===== src/rtl/capture_defs.vh =====
// rtl/capture_defs.vh - shared width/depth constants for the flag capture block
`ifndef CAPTURE_DEFS_VH
`define CAPTURE_DEFS_VH
`define CAP_SEQ_W 3
`define CAP_CNT_W 8
`define CAP_DEPTH_DEF 4
`endif


===== src/rtl/flag_capture_fifo_pkg.sv =====
// rtl/flag_capture_fifo_pkg.sv - constants and helpers for flag_capture_fifo
package flag_capture_fifo_pkg;
`include "capture_defs.vh"

    localparam int SEQ_W     = `CAP_SEQ_W;
    localparam int CNT_W     = `CAP_CNT_W;
    localparam int DEPTH_DEF = `CAP_DEPTH_DEF;

    // Event counter that sticks at all-ones instead of wrapping
    function automatic logic [CNT_W-1:0] sat_inc(input logic [CNT_W-1:0] v);
        return (v == '1) ? v : v + 1'b1;
    endfunction
endpackage


===== src/rtl/flag_capture_fifo_if.sv =====
// rtl/flag_capture_fifo_if.sv - valid/ready output port of the capture FIFO
interface flag_capture_fifo_if
    import flag_capture_fifo_pkg::*;
#(
    parameter int W = 5
);
    logic             out_valid;
    logic             out_ready;
    logic [W-1:0]     out_data;
    logic [SEQ_W-1:0] out_seq;

    modport master (
        output out_valid,
        output out_data,
        output out_seq,
        input  out_ready
    );

    modport slave (
        input  out_valid,
        input  out_data,
        input  out_seq,
        output out_ready
    );
endinterface


===== src/rtl/capture_fifo_mem.sv =====
// rtl/capture_fifo_mem.sv - show-ahead storage with pointers and explicit occupancy
module capture_fifo_mem #(
    parameter int DEPTH = 4,
    parameter int DW    = 8,
    localparam int AW   = $clog2(DEPTH),
    localparam int LW   = AW + 1
) (
    input  logic          clk,
    input  logic          reset,
    input  logic          push,
    input  logic          pop,
    input  logic [DW-1:0] wdata,
    output logic [DW-1:0] rdata,
    output logic [LW-1:0] level
);
    logic [DW-1:0] mem [DEPTH];
    logic [AW-1:0] wr_ptr;
    logic [AW-1:0] rd_ptr;

    // Head is read combinationally so an entry is visible right after its push edge
    assign rdata = mem[rd_ptr];

    // Storage, pointers and occupancy; push while full relies on the caller also popping
    always_ff @(posedge clk or negedge reset) begin
        if (!reset) begin
            for (int i = 0; i < DEPTH; i++) begin
                mem[i] <= '0;
            end
            wr_ptr <= '0;
            rd_ptr <= '0;
            level  <= '0;
        end else begin
            if (push) begin
                mem[wr_ptr] <= wdata;
                wr_ptr      <= wr_ptr + 1'b1;
            end
            if (pop) begin
                rd_ptr <= rd_ptr + 1'b1;
            end
            case ({push, pop})
                2'b10:   level <= level + 1'b1;
                2'b01:   level <= level - 1'b1;
                default: level <= level;
            endcase
        end
    end
endmodule


===== src/rtl/flag_capture_fifo.sv =====
// rtl/flag_capture_fifo.sv - captures counter value on each flag rising edge into a FIFO
module flag_capture_fifo
    import flag_capture_fifo_pkg::*;
#(
    parameter int DEPTH = DEPTH_DEF,
    parameter int W     = 5,
    localparam int LW   = $clog2(DEPTH) + 1
) (
    input  logic                 clk,
    input  logic                 reset,
    input  logic [W-1:0]         q_in,
    input  logic                 flag_in,
    flag_capture_fifo_if.master  cap,
    output logic [LW-1:0]        level,
    output logic                 overflow,
    output logic [CNT_W-1:0]     flag_count
);
    logic             flag_d;
    logic             rise;
    logic             pop;
    logic             room;
    logic             push;
    logic [SEQ_W-1:0] seq;
    logic [W+SEQ_W-1:0] head;

    assign rise          = flag_in & ~flag_d;
    assign cap.out_valid = (level != '0);
    assign pop           = cap.out_valid & cap.out_ready;
    // A full FIFO still has room when the head leaves on the same edge
    assign room          = (level < LW'(DEPTH)) | pop;
    assign push          = rise & room;
    assign cap.out_data  = head[W+SEQ_W-1:SEQ_W];
    assign cap.out_seq   = head[SEQ_W-1:0];

    // Edge detector resets high so a flag held through reset release is ignored
    always_ff @(posedge clk or negedge reset) begin
        if (!reset) begin
            flag_d <= 1'b1;
        end else begin
            flag_d <= flag_in;
        end
    end

    // Sequence tag advances only for accepted captures; drops make overflow sticky
    always_ff @(posedge clk or negedge reset) begin
        if (!reset) begin
            seq        <= '0;
            overflow   <= 1'b0;
            flag_count <= '0;
        end else begin
            if (push) begin
                seq <= seq + 1'b1;
            end
            if (rise && !room) begin
                overflow <= 1'b1;
            end
            if (rise) begin
                flag_count <= sat_inc(flag_count);
            end
        end
    end

    capture_fifo_mem #(
        .DEPTH (DEPTH),
        .DW    (W + SEQ_W)
    ) u_mem (
        .clk   (clk),
        .reset (reset),
        .push  (push),
        .pop   (pop),
        .wdata ({q_in, seq}),
        .rdata (head),
        .level (level)
    );
endmodule


===== src/flat_wrapper.sv =====
// flat-port wrapper written by rule: the top's interface ports become plain ports
module flag_capture_fifo_flat import flag_capture_fifo_pkg::*;
#(
    parameter int DEPTH = DEPTH_DEF,
    parameter int W     = 5,
    localparam int LW   = $clog2(DEPTH) + 1
)
  (clk, reset, q_in, flag_in, level, overflow, flag_count, cap_out_valid, cap_out_data, cap_out_seq, cap_out_ready);
  flag_capture_fifo_if #(.W(W)) cap_i ();
  input  logic clk;
  input  logic reset;
  input  logic [W-1:0] q_in;
  input  logic flag_in;
  output logic [LW-1:0] level;
  output logic overflow;
  output logic [CNT_W-1:0] flag_count;
  output wire logic [$bits(cap_i.out_valid)-1:0] cap_out_valid;
  output wire logic [$bits(cap_i.out_data)-1:0] cap_out_data;
  output wire logic [$bits(cap_i.out_seq)-1:0] cap_out_seq;
  input wire logic [$bits(cap_i.out_ready)-1:0] cap_out_ready;
  assign cap_out_valid = cap_i.out_valid;
  assign cap_out_data = cap_i.out_data;
  assign cap_out_seq = cap_i.out_seq;
  assign cap_i.out_ready = cap_out_ready;
  flag_capture_fifo #(.DEPTH(DEPTH), .W(W)) u_core (.clk(clk), .reset(reset), .q_in(q_in), .flag_in(flag_in), .cap(cap_i), .level(level), .overflow(overflow), .flag_count(flag_count));
endmodule

===== config.mk =====
export PLATFORM = sky130hd
export DESIGN_NAME = flag_capture_fifo_flat
export DESIGN_NICKNAME = d
export VERILOG_FILES = /design/src/rtl/flag_capture_fifo_pkg.sv /design/src/rtl/flag_capture_fifo_if.sv /design/src/rtl/capture_fifo_mem.sv /design/src/rtl/flag_capture_fifo.sv /design/src/flat_wrapper.sv
export VERILOG_INCLUDE_DIRS = /design/src /design/src/rtl
export SDC_FILE = /design/constraint.sdc
export NUM_CORES = 1
export LEC_CHECK = 0
export CORE_UTILIZATION = 55
export CTS_CLUSTER_DIAMETER = 150
export DETAILED_ROUTE_END_ITERATION = 6
export PLACE_DENSITY = 0.86
export SLEW_MARGIN = 20
export SYNTH_ARGS = -nofsm -noshare
export SYNTH_HDL_FRONTEND = slang
export SYNTH_SLANG_ARGS = --single-unit

===== constraint.sdc =====
create_clock -name clk -period 2.4 [get_ports clk]
set_clock_uncertainty 0.15 [all_clocks]
set_input_delay 0.48 -clock clk [delete_from_list [all_inputs] [get_ports clk]]
set_output_delay 0.48 -clock clk [all_outputs]
set_load 0.02 [all_outputs]

* Word-level counts from Yosys, hierarchy flattened
Index checks and enable logic that the tools add are counted.
** Word-level totals
- Output and inout port bits :: 21
- Flip-flop bits (word level) :: 52
- Input port bits :: 9
- Logic and storage cells :: 45
** Cells by class
- Bitwise operators :: 8
- Add/subtract/negate cells :: 6
- Reductions and logical operators :: 6
- Muxes and demuxes :: 7
- $lt $le $gt $ge :: 4
- Equal/unequal tests :: 3
** Operators by type and width (number)
- bitwise mux 32 bit :: 1
- two-way mux 8 bit :: 3
- binary-select mux 8 bit (select 2 bit) :: 1
- demux 8 bit (select 2 bit) :: 1
- adder 8 x 1 -> 8 bit (second input constant) :: 1
- equality test 8 bit (second input constant) :: 1
- adder 3 x 1 -> 3 bit (second input constant) :: 2
- >= comparator 3 bit (second input constant) :: 2
- NOT 2 -> 3 bit :: 2
- one-hot mux 3 bit (2 select lines) :: 1
- adder 2 x 1 -> 2 bit (second input constant) :: 2
- AND 1 bit :: 3
- less-than comparator 3 x 1 -> 1 bit (second input constant) :: 1
- less-than comparator 3 bit (second input constant) :: 1
- nonzero test 3 bit :: 1
- subtractor 3 x 1 -> 3 bit (second input constant) :: 1
- equality test 2 x 1 -> 1 bit (second input constant) :: 1
- equality test 2 bit (second input constant) :: 1
- logical AND 1 bit :: 2
- NOT 1 bit :: 2
- AND reduction 2 bit :: 1
- nonzero test 2 bit :: 1
- logical NOT 1 bit :: 1
- bitwise OR 1 bit :: 1

* Logic depth before layout (Yosys ltp)
- Depth after elaboration :: 6
- Mapped depth :: 10
- Gate-level depth less buffers :: 9

* Hierarchy
A second synthesis with hierarchy kept.
** Unflattened totals
- Cell total of the unflattened synthesis :: 160
- Area, all modules :: 2364.8 um^2
** Modules (own cells, without submodules)
- capture_fifo_mem :: times used 1, seq. area each 975.9 um^2, cells an instance 110, area each 1747.9 um^2
- flag_capture_fifo :: times used 1, seq. area each 326.6 um^2, cells an instance 50, area each 616.8 um^2

* Least setup slack after synthesis
OpenSTA, ideal clock, no wires.
- Path type :: register -> register
- From :: register u_core.u_mem.level[0]
- To :: register u_core.u_mem.level[2]
- Arrival time :: 1.946 ns
- Data required time :: 2.118 ns
- Stages on the path, launching flop included :: 9
- Setup time :: 0.132 ns
- Setup slack :: 0.172 ns
- Path buffers :: 0
- Period minus slack after synthesis :: 2.228 ns
- Path through :: dfrtp_1 > or3_1 > and2_1 > ha_1 > inv_1 > fa_1 > xor2_1 > nor2_1 > xor2_1
** On the way
- Longest elaborated chain between the ends :: 6
- Elaborated cells between the ends (all ways) :: 11
- Those cells by class :: add/sub: 2; order compare: 1; eq/ne: 2; mux: 1; bitwise: 3; reduce/logical: 2
** RTL lines
- from (decl) :: line capture_fifo_mem.sv:14 : output logic [LW-1:0] level
- from (signal assigned) :: line capture_fifo_mem.sv:41 : 2'b10: level <= level + 1'b1;
- from (signal assigned) :: line capture_fifo_mem.sv:42 : 2'b01: level <= level - 1'b1;
- from (signal assigned) :: line capture_fifo_mem.sv:43 : default: level <= level;
- nonzero test 3 bit (*) :: line flag_capture_fifo.sv:27 : assign cap.out_valid = (level != '0);
- net cap_out_valid :: line flat_wrapper.sv:17 : output wire logic [$bits(cap_i.out_valid)-1:0] cap_out_valid;
- AND 1 bit (*) :: line flag_capture_fifo.sv:28 : assign pop = cap.out_valid & cap.out_ready;
- net u_core.pop :: line flag_capture_fifo.sv:20 : logic pop;
- bitwise OR 1 bit :: line flag_capture_fifo.sv:30 : assign room = (level < LW'(DEPTH)) | pop;
- AND 1 bit :: line flag_capture_fifo.sv:31 : assign push = rise & room;
- equality test 2 x 1 -> 1 bit or equality test 2 bit (tied branches) :: line capture_fifo_mem.sv:40 : case ({push, pop})
- one-hot mux 3 bit (2 select lines) or nonzero test 2 bit (tied branches)
The timed path passes the listed nets; every way through them passes the cells marked *.
A chain may end at the register's enable or synchronous reset.

* Worst setup path after layout
- From :: register u_core.u_mem.rd_ptr[0]
- To :: output cap_out_seq[2]
** On the way
- Longest elaborated chain between the ends :: 4
** RTL lines
- from (decl) :: line capture_fifo_mem.sv:18 : logic [AW-1:0] rd_ptr;
- from (signal assigned) :: line capture_fifo_mem.sv:38 : rd_ptr <= rd_ptr + 1'b1;
- NOT 2 -> 3 bit (not written as such) :: line capture_fifo_mem.sv:21 : assign rdata = mem[rd_ptr];
- binary-select mux 8 bit (select 2 bit) :: line capture_fifo_mem.sv:21
- two-way mux 8 bit (not written as such) (2 in series) :: line capture_fifo_mem.sv:21
- to (decl) :: line flat_wrapper.sv:19 : output wire logic [$bits(cap_i.out_seq)-1:0] cap_out_seq;
No other way between the ends. The select of a mux whose other input is x is not followed.

==> results.ini <==
[placed_design]
dp_hpwl_um = 3160
io_buffer_count = 29
pre_cts_slack_ns = -0.129
gp_congestion = 0.705

[logic_synthesis]
synth_compound_area_share_pct = 2.21
synth_edf_count = 0
yosys-mux-area-fraction_pct = 27.0
syn-num-nets = 179
ys_seq_elements = 52
yosysMostFrequentCell = dfrtp_1
synth_area_leaders = dfrtp_1 (51%), mux2_4 (14%), mux4_2 (7.2%)
synthXorXnorAreaFrac_pct = 3.51
synthSimpleGateAreaFrac_pct = 8.57
synth_top_family_by_area = multiplexers
async_flop_share_pct = 100
yosysUniqueCellTypes = 36
synth-warning-count = 0
netlist.area_leader.share_pct = 51.1
synth_ff_type = dfrtp_1
synthCells = 162
synth_top_cell_by_area = dfrtp_1
ys_seq_area_share_pct = 52.2
syn_area_mm2 = 0.00250
synth_area_per_cell_um2 = 15.4
synth_common_cells = dfrtp_1 (51), mux2_4 (24), mux2_2 (11)
yosys.area_share.adder_pct = 4.31

[cts]
cts_max_path_buffers = 2
clock_latency_ns = 0.30
cts_sinks = 52
clockRootBuffer = clkbuf_8
path_clk_slew_ns = 0.10
tritoncts.num_buffers = 5
htreeDepth = 2
holdBufCountCts = 0
cts_tree = built

[flow_run]
maxCapViolCount = 0

[power]
p_total_w = 0.00399
power_density_mw_per_mm2 = 1350
ir_drop_mv = 0.663
leakagePower_nw = 1.37

[cells_and_area]
fin_nets = 218
area_growth_syn_to_layout_pct = 18.5
utilization_pct = 67.9
fillers = 292
drive_above_1_share_pct = 32.2
diodes = 0

[sta]
setup_ws_ns = 0.0719
max_slew.worst_pin.slew_ns = 0.549
setup_viol = 0
slew_violations = 0
finalHoldViolCount = 18
fmax_mhz = 430
timing.final.crit_share_pct = 97.0
final.setup.tns_ns = 0
min_period_ns = 2.33
relSlewSlack_pct = 63.4
rsz0062_at_grt = false
whs_ns = -0.00901

[worst_setup_path]
cp_slowest_cell = mux4_2
worst_setup_path_end_kind = output pin
cp_data_required_time_ns = 1.77
start_kind = flop
crit_arrival_ns = 1.70
crit_type = reg2out
r2r_start = u_core.u_mem.level[0]
reg2reg_depth = 6
startpoint = u_core.u_mem.rd_ptr[0]
crit_fanout = 6
slowest_delay_ns = 0.51
reg2reg_to = u_core.u_mem.level[1]
rrSetupSlack_ns = 0.25
worstPathCellList = buf_4, mux4_2, dlygate4sd2_1

[drt]
drc_errors = 0
via_per_inst = 5.50
num_vias = 1397
firstDrtPassIters = 4
drt_wl_total_um = 4290
ant_nets = 0
wire_per_inst_um = 16.9
initialDrtViolationCount = 81

[outcome]
status = finished with violations
violations = hold timing

[global_routing]
grt_max_degree = 30
grt_pass1_vias = 1476
grtUsageTotal_pct = 21.0
antenna_found_initial = 0
overflow = 0
grt_first_pass_wirelength_um = 7620

[die]
core_region_area_mm2 = 0.00435
dieArea_mm2 = 0.00481
start_util_pct = 57.3
io_pins = 30
die_w_um = 69.4
die_y_um = 69.4
num_rows = 24

[hold_path]
hold_path.class = in2async

-- layer usage --
layer	wire length (um)	track usage [%]	share of wire, %	vias to the layer above
met1	1870	27.3	44	724
met2	2220	34.0	52	17
met4	100	9.75	2.3	0
li1	-	-	-	648
met3	98	4.22	2.3	8
met5	0	0	0	-
-- worst max path at each step --
stage | to | slack, ns
floorplan | u_core.u_mem.level[2] | 0.17
global placement | u_core.u_mem.level[2] | -0.01
detailed placement | u_core.u_mem.level[2] | -0.13
CTS | cap_out_seq[2] | 0.05
global route | cap_out_seq[2] | 0.01
finish | cap_out_seq[2] | 0.07
-- cells in the final DEF (no fill, tap or decap), types with 2 or more instances in the layout --
master / count
dfrtp_1: 51
mux2_4: 24
clkdlybuf4s50_1: 20
mux2_2: 11
mux4_2: 8
dlygate4sd2_1: 8
nand2_1: 7
ha_1: 7
inv_1: 6
xnor2_1: 6
buf_4: 6
clkbuf_8: 5
xor2_1: 4
nor2_1: 4
nand2_8: 3
nor2b_4: 2
nand4_1: 2
and4_1: 2
nand3_1: 2
a21oi_1: 2
o21ai_0: 2
-- cell type report --
cell class	count	area, um^2	area share (%)
well taps	52	65.1	2.20
clock inverters	2	16.3	0.550
flip-flops and latches	52	1300	44.0
multi-input cells	100	1140	38.5
inverters	6	22.5	0.761
repair buffers	36	340	11.5
clock buffers	6	72.6	2.45
-- state kept, by name (all words and copies together) (netlist names) --
signal               flops
u_core.flag_d            1
u_core.u_mem.rd_ptr      2
u_core.overflow          1
u_core.flag_count        8
u_core.u_mem.wr_ptr      2
u_core.u_mem.mem        32
u_core.seq               3
u_core.u_mem.level       3
-- kinds of logic after synthesis --
group                      after synthesis
muxes                                   44
adders and majority gates                8
AOI/OAI and AO/OA                        9
and+or+nand+nor                         29
buffers and inverters                   10
xor gates and xnor gates                10
DFF                                     52
-- stage by stage --
stage,cell area (um^2),cells,hold WS [ns]
after global routing,2960,254,0.0279
after global placement,2880,246,0.291
final,2960,254,-0.00901
after detailed placement,2880,246,0.309
after floorplan,2500,162,0.0344
after CTS,2960,254,0.00393
-- worst max-delay path: cells and delay by family, from the launching register on --
family	cells	cell delay [ns]
buffers and inverters	2	0.53
DFF	1	0.35
muxes	1	0.51
-- report_power, final --
group	switching (W)	internal (W)	total (W)
Sequential	0.000345	0.00129	0.00163
Combinational	0.000799	0.00107	0.00187
Clock	0.000285	0.000208	0.000493
-- timing repair --
| action | CTS | global route |
|---|---|---|
| buffers inserted | 0 | 0 |
| gates resized for setup | 8 | 0 |
| endpoints found under the setup margin | 8 | 0 |
Note: power is estimated with default switching activity, not from simulation.
